## config.mk

```make
export PLATFORM = sky130hd
export DESIGN_NAME = alu_muldiv
export DESIGN_NICKNAME = d
export VERILOG_FILES = /design/src/rtl/alu_muldiv.sv
export SDC_FILE = /design/constraint.sdc
export NUM_CORES = 1
export LEC_CHECK = 0
export ABC_CLOCK_PERIOD_IN_PS = 6900
export CORE_AREA = 4 4 177 179
export DETAILED_ROUTE_END_ITERATION = 8
export DIE_AREA = 0 0 181 183
export PLACE_DENSITY = 0.8
export RECOVER_POWER = 25
export SLEW_MARGIN = 5
export SYNTH_ARGS = -nofsm -noshare
export SYNTH_HDL_FRONTEND = slang
export SYNTH_SLANG_ARGS = --single-unit
```

## constraint.sdc

```tcl
create_clock -name clk -period 6.9 [get_ports clk]
set_clock_uncertainty 0.1 [all_clocks]
set_input_delay 1.38 -clock clk [delete_from_list [all_inputs] [get_ports clk]]
set_output_delay 1.38 -clock clk [all_outputs]
set_load 0.1 [all_outputs]
```

## src/rtl/alu_muldiv.sv

```systemverilog
// Iterative MIPS multiply/divide unit with HI/LO registers for the execute stage.
// One product/quotient bit per cycle; busy_e stalls MFHI/MFLO and back-to-back mul/div.
module alu_muldiv #(
    parameter int DATA_BITS = 32,
    parameter int CNT_BITS  = $clog2(DATA_BITS)
) (
    input  logic                 clk,
    input  logic                 rst_n,
    input  logic                 start_e,
    input  logic [1:0]           op_e,
    input  logic [DATA_BITS-1:0] src_a_e,
    input  logic [DATA_BITS-1:0] src_b_e,
    input  logic                 flush_e,
    input  logic                 mthi_e,
    input  logic                 mtlo_e,
    input  logic [DATA_BITS-1:0] wdata_e,
    output logic                 busy_e,
    output logic                 done_e,
    output logic [DATA_BITS-1:0] hi_out_e,
    output logic [DATA_BITS-1:0] lo_out_e
);

    localparam int W = DATA_BITS;

    typedef enum logic [1:0] {
        IDLE   = 2'd0,
        CALC   = 2'd1,
        FINISH = 2'd2
    } state_t;

    state_t               state;
    state_t               state_nxt;
    logic [CNT_BITS-1:0]  cnt;
    logic                 accept;
    logic                 commit;

    // acc holds {partial product} for MUL and {partial remainder, quotient} for DIV
    logic [2*W-1:0]       acc;
    logic [W-1:0]         opnd;
    logic                 is_div;
    logic                 neg_q;
    logic                 neg_r;
    logic                 div_zero;

    logic                 signed_op;
    logic [W-1:0]         abs_a;
    logic [W-1:0]         abs_b;

    logic [W:0]           mul_sum;
    logic [W:0]           div_shift;
    logic [W:0]           div_diff;

    logic [2*W-1:0]       prod_fix;
    logic [W-1:0]         q_fix;
    logic [W-1:0]         r_fix;
    logic [W-1:0]         res_hi;
    logic [W-1:0]         res_lo;

    // ------------------------------------------------------------------
    // Control FSM
    // ------------------------------------------------------------------
    always_ff @(posedge clk) begin
        // NOTE: sequential state uses non-blocking (<=) so every register
        // samples pre-edge values regardless of statement order.
        if (!rst_n) begin
            state <= IDLE;
        end else begin
            state <= state_nxt;
        end
    end

    always_comb begin
        // NOTE: every output of this block gets a default first, so no path
        // leaves a signal unassigned and no latch is inferred.
        state_nxt = state;
        busy_e    = 1'b0;
        done_e    = 1'b0;
        accept    = 1'b0;
        commit    = 1'b0;
        case (state)
            IDLE: begin
                if (start_e) begin
                    accept    = 1'b1;
                    state_nxt = CALC;
                end
            end
            CALC: begin
                busy_e = 1'b1;
                if (flush_e) begin
                    state_nxt = IDLE;
                end else if (cnt == '0) begin
                    state_nxt = FINISH;
                end
            end
            FINISH: begin
                busy_e    = 1'b1;
                done_e    = !flush_e;
                commit    = !flush_e;
                state_nxt = IDLE;
            end
            default: state_nxt = IDLE;
        endcase
    end

    // ------------------------------------------------------------------
    // Operand conditioning and per-cycle step
    // ------------------------------------------------------------------
    always_comb begin
        signed_op = !op_e[0];
        abs_a     = (signed_op && src_a_e[W-1]) ? -src_a_e : src_a_e;
        abs_b     = (signed_op && src_b_e[W-1]) ? -src_b_e : src_b_e;
    end

    always_comb begin
        mul_sum   = {1'b0, acc[2*W-1:W]} + (acc[0] ? {1'b0, opnd} : '0);
        div_shift = {acc[2*W-1:W], acc[W-1]};
        div_diff  = div_shift - {1'b0, opnd};
    end

    // NOTE: the datapath registers carry no reset; they are always loaded on
    // accept before being read, so resetting them would only cost routing.
    always_ff @(posedge clk) begin
        if (accept) begin
            is_div   <= op_e[1];
            neg_q    <= signed_op && (src_a_e[W-1] ^ src_b_e[W-1]);
            neg_r    <= signed_op && src_a_e[W-1];
            div_zero <= op_e[1] && (src_b_e == '0);
            opnd     <= op_e[1] ? abs_b : abs_a;
            acc      <= {{W{1'b0}}, (op_e[1] ? abs_a : abs_b)};
        end else if (state == CALC) begin
            if (is_div) begin
                // Restoring step: keep the difference only when it did not borrow
                if (div_diff[W]) begin
                    acc <= {div_shift[W-1:0], acc[W-2:0], 1'b0};
                end else begin
                    acc <= {div_diff[W-1:0], acc[W-2:0], 1'b1};
                end
            end else begin
                acc <= {mul_sum, acc[W-1:1]};
            end
        end
    end

    // ------------------------------------------------------------------
    // Sign fix and result select
    // ------------------------------------------------------------------
    always_comb begin
        prod_fix = neg_q ? -acc : acc;
        // Divide by zero: the restoring loop leaves |a| as remainder, and the
        // neg_r fix turns it back into the raw dividend.
        q_fix    = div_zero ? {W{1'b1}} : (neg_q ? -acc[W-1:0] : acc[W-1:0]);
        r_fix    = neg_r ? -acc[2*W-1:W] : acc[2*W-1:W];
        res_hi   = is_div ? r_fix : prod_fix[2*W-1:W];
        res_lo   = is_div ? q_fix : prod_fix[W-1:0];
    end

    // ------------------------------------------------------------------
    // Iteration counter and HI/LO architectural registers
    // ------------------------------------------------------------------
    always_ff @(posedge clk) begin
        if (!rst_n) begin
            cnt      <= '0;
            hi_out_e <= '0;
            lo_out_e <= '0;
        end else begin
            if (accept) begin
                cnt <= CNT_BITS'(W - 1);
            end else if (state == CALC) begin
                cnt <= cnt - 1'b1;
            end

            if (commit) begin
                hi_out_e <= res_hi;
                lo_out_e <= res_lo;
            end else if (state == IDLE && !start_e) begin
                if (mthi_e) begin
                    hi_out_e <= wdata_e;
                end
                if (mtlo_e) begin
                    lo_out_e <= wdata_e;
                end
            end
        end
    end

endmodule

```

# Word level (Yosys, flattened, before mapping)
# Cells that the tools add are included.
# Widths: inputs -> output; s select.
dict set report word_totals {
  elab_cells 74
  ramBits 0
  latchBits 0
  inputBits 104
  n_memories 0
  romBits 0
  regBits 171
}
dict set report classes {
  shifts 0
  muxes 31
  n_eq_ne 4
  add_sub_neg 8
  bitwise_logic 1
  div_mod_pow 0
  magnitude_cmp 0
  n_reduce_logical 19
  n_mul 0
}
# op n
set ops {}
lappend ops {{$mux 32} 18}
lappend ops {{$mux 64} 3}
lappend ops {{$neg 32->32} 4}
lappend ops {{$neg 64->64} 1}
lappend ops {{$add 32x32->33} 1}
lappend ops {{$sub 33x32->33} 1}
lappend ops {{$logic_not 32->1} 1}
lappend ops {{$mux 5} 2}
lappend ops {{$reduce_bool 2->1} 4}
lappend ops {{$mux 2} 3}
lappend ops {{$reduce_and 2->1} 3}
lappend ops {{$logic_and 1x1->1} 5}
lappend ops {{$logic_not 5->1} 1}
lappend ops {{$sub 5x1->5 const B} 1}
lappend ops {{$mux 1} 4}
lappend ops {{$pmux 2 s2} 1}
lappend ops {{$logic_not 1->1} 3}
lappend ops {{$ne 3x3->1 const B} 1}
lappend ops {{$eq 2x1->1 const B} 1}
lappend ops {{$eq 2x2->1 const B} 1}
lappend ops {{$logic_not 2->1} 1}
lappend ops {{$ne 2x2->1 const B} 1}
lappend ops {{$reduce_or 2->1} 1}
lappend ops {{$xor 1x1->1} 1}

# Depth between registers and ports, before layout
dict set report depth {
  depth_word 5
  depth_mapped 15
}

# Worst setup path after synthesis
# No wires, ideal clock.
dict set report synth_path {
  path_type {input -> output}
  start {input flush_e}
  end {output done_e}
  path_slack_ns 2.707
  cell_stages 3
  n_path_buf 1
  t_required_ns 5.420
  arrival_time_ns 2.713
  cell_sequence {nand2b_1 -> inv_1 -> clkbuf_1}
}
dict set report synth_via {
  elab_chain_cells 2
}
# element line
set synth_rtl {}
lappend synth_rtl {{start: declaration} 13} ;# input logic flush_e,
lappend synth_rtl {{$logic_not 1->1} 97} ;# done_e = !flush_e;
lappend synth_rtl {{$mux 1} 80} ;# case (state)
lappend synth_rtl {{end: declaration} 18} ;# output logic done_e,
# Every way passes these cells.

# Final worst setup path
dict set report layout_path {
  start {input start_e}
  end {register acc[19], enable pin}
}
dict set report layout_via {
  elab_chain_cells 3
}
# element line
set layout_rtl {}
lappend layout_rtl {{start: declaration} 9} ;# input logic start_e,
lappend layout_rtl {{$mux 1} 82} ;# if (start_e) begin
lappend layout_rtl {{$mux 1} 80}
lappend layout_rtl {{$reduce_bool 2->1 (no line)} -}
lappend layout_rtl {{end signal: assignment} 129} ;# acc <= {{W{1'b0}}, (op_e[1] ? abs_a : abs_b)};
lappend layout_rtl {{end signal: assignment} 134} ;# acc <= {div_shift[W-1:0], acc[W-2:0], 1'b0};
lappend layout_rtl {{end signal: assignment} 136} ;# acc <= {div_diff[W-1:0], acc[W-2:0], 1'b1};
lappend layout_rtl {{end: declaration} 38} ;# logic [2*W-1:0] acc;
# Every way passes these cells.
# A chain may end at the register's enable or synchronous reset.

==> impl_metrics.env <==
export IMPL_rows=63
export IMPL_cts_sinks=171
export IMPL_ys_seq_area_share_pct=27.9
export IMPL_dp_hpwl_um=39400
export IMPL_clock_latency_ns=0.44
export IMPL_path_clk_slew_ns=0.08
export IMPL_core_area_um2=29600
export IMPL_drive_gt1_share_pct=5.23
export IMPL_place_ws_ns=2.18
export IMPL_worst_pin_slew_ns=2.52
export IMPL_synth_edf_count=68
export IMPL_wl_um=51200
export IMPL_drc_errors=0
export IMPL_max_slew_margin_rel_pct=-67.9
export IMPL_fin_nets=2153
export IMPL_io_buffers=169
export IMPL_dieArea_um2=33100
export IMPL_netlist_top_cell_by_area="dfxtp_1"
export IMPL_vdd_drop_max_v=0.000189
export IMPL_period_needed_ns=5.59
export IMPL_ys_seq_elements=171
export IMPL_rsz0062_at_grt="false"
export IMPL_power_density_nw_per_um2=316
export IMPL_cts_max_level=4
export IMPL_post_synth_top_count_cell="nor2_1"
export IMPL_grt_max_degree=64
export IMPL_final_util_pct=58.4
export IMPL_routedWlPerCell_um=21.5
export IMPL_clk_path_buf_depth=2
export IMPL_drv_slew=186
export IMPL_fin_setup_tns_ns=0
export IMPL_synth_cells_most_frequent="nor2_1, nand2_1, a21oi_1"
export IMPL_synth_cell_types=90
export IMPL_cts_tree="done"
export IMPL_ctsResizeCount=0
export IMPL_final_cell_area_um2=17300
export IMPL_initialDrtViolationCount=1882
export IMPL_post_cts_buffers=0
export IMPL_violations="max-capacitance violations, max-slew violations"
export IMPL_finalSetupViolCount=0
export IMPL_hold_class="reg2reg"
export IMPL_synth_top_cell_area_share_pct=14.0
export IMPL_holdBufCountCts=0
export IMPL_die_x_um=181
export IMPL_placed_area_um2=16600
export IMPL_max_freq_mhz=179
export IMPL_synthTopCellsByArea="dfxtp_1, edfxtp_1, mux2i_1"
export IMPL_critPathKind="in2reg"
export IMPL_initial_core_util_pct=49.8
export IMPL_vias=14800
export IMPL_required_ns=6.71
export IMPL_antenna_left=0
export IMPL_hold_violations=0
export IMPL_synth_avg_cell_area_um2=7.88
export IMPL_antenna_found_initial=0
export IMPL_cp_data_arrival_time_ns=5.40
export IMPL_layout_cells_non_filler=2377
export IMPL_finalCritPeriodShare_pct=81.0
export IMPL_syn_num_nets=2049
export IMPL_endpoint_kind="flop"
export IMPL_grt_ovfl_total=0
export IMPL_maxCapViolations=4
export IMPL_synth_area_um2=14700
export IMPL_die_h_um=183
export IMPL_num_antenna_cells=0
export IMPL_root_buffer="clkbuf_16"
export IMPL_ys_warn_count=0
export IMPL_finalWorstSetupSlack_ns=1.31
export IMPL_p_leak_uw=0.00719
export IMPL_grt_pass1_vias=14100
export IMPL_ys_flop_type="dfxtp_1"
export IMPL_drt_pass1_iterations=8
export IMPL_synthToLayoutAreaGrowth_pct=17.2
export IMPL_grt_util_all_layers_pct=29.3
export IMPL_place_gp_congestion=0.997
export IMPL_syn_instance_count=1870
export IMPL_vias_per_cell=6.24
export IMPL_start_kind="input pin"
export IMPL_dp_cells=2345
export IMPL_synthArstFlopShare_pct=0
export IMPL_io_pins=170
export IMPL_cts_buffers=17
export IMPL_critPathMaxFanout=44
export IMPL_grt_pass1_wl_um=78500
export IMPL_outcome="complete, but fails checks"
where the power goes:
group | internal, µW | switching, µW
Combinational | 1040 | 1820
Sequential | 1260 | 308
Clock | 503 | 523
worst paths after layout:
path,cells after the start,end,slack [ns],from
setup reg to reg,6,acc[19]$_DFFE_PP_,2.20,state[1]$_SDFFE_PN0P_
setup / recovery,5,acc[19]$_DFFE_PP_,1.31,start_e
hold / removal,2,hi_out_e[13]$_SDFFE_PN0P_,0.40,hi_out_e[13]$_SDFFE_PN0P_
hold reg to reg,2,hi_out_e[13]$_SDFFE_PN0P_,0.40,hi_out_e[13]$_SDFFE_PN0P_
stage by stage:
stage	hold slack [ns]	power (µW)
global route	0.427	5740
detailed placement	0.381	4370
CTS	0.391	5400
finish	0.398	5460
floorplan	0.379	3570
global placement	0.367	4320
flip-flops by register name (all words and copies together) (netlist names):
register / flops
neg_q: 1
neg_r: 1
lo_out_e: 32
opnd: 32
is_div: 1
div_zero: 1
acc: 64
state: 2
hi_out_e: 32
cnt: 5
cell usage in the layout, fill, tap and decap left out, types with 7 or more instances in the layout:
cell type,n
o31ai_1,20
nor4_1,20
a21oi_1,155
o211ai_1,12
a21boi_0,7
nand2_1,164
nor2_1,229
or2_2,9
a31oi_1,23
buf_4,18
o21a_1,10
or3_1,18
dfxtp_1,103
a31o_2,7
inv_1,65
xor2_1,90
o41ai_1,11
or4_1,14
nor2b_1,13
a211oi_1,21
and3_1,15
mux2_2,14
clkdlybuf4s50_1,161
clkinv_8,8
edfxtp_1,68
nor3_1,40
ha_1,73
a311oi_1,10
o211a_1,16
mux2i_1,97
xnor2_1,83
clkbuf_16,17
nand4_1,11
nand3_1,62
a21o_1,30
o21ai_0,145
nand2b_1,17
final cells by class:
class	instances	area (µm²)
fillers	2661	12300
multi-input cells	1529	9960
flip-flops and latches	171	4100
repair buffers	189	1820
well taps	390	488
clock buffers	17	425
inverters	66	248
clock inverters	15	214
critical path, stage by stage:
cell and delay [ns]:
dlygate4sd3_1 0.58, nand2_1 0.73, clkbuf_1 1.65, nand2_1 0.19, clkbuf_1 0.83
kinds of logic after synthesis:
group	share of synthesized area, %
AO/OA/AOI/OAI	22.5
buffers and inverters	4.52
multiplexers	7.66
adder cells (fa/ha/maj)	6.47
flip-flops	27.9
XOR/XNOR	10.3
AND/OR/NAND/NOR	20.7
metal layers:
| metal | track usage, % | vias to the layer above | wire (µm) |
|---|---|---|---|
| met4 | 11.2 | 0 | 1990 |
| met1 | 38.3 | 7029 | 21200 |
| met5 | 0 | - | 0 |
| li1 | - | 6996 | - |
| met2 | 49.2 | 676 | 24100 |
| met3 | 4.52 | 125 | 3880 |
No activity file was read; power rests on OpenSTA's default activity.
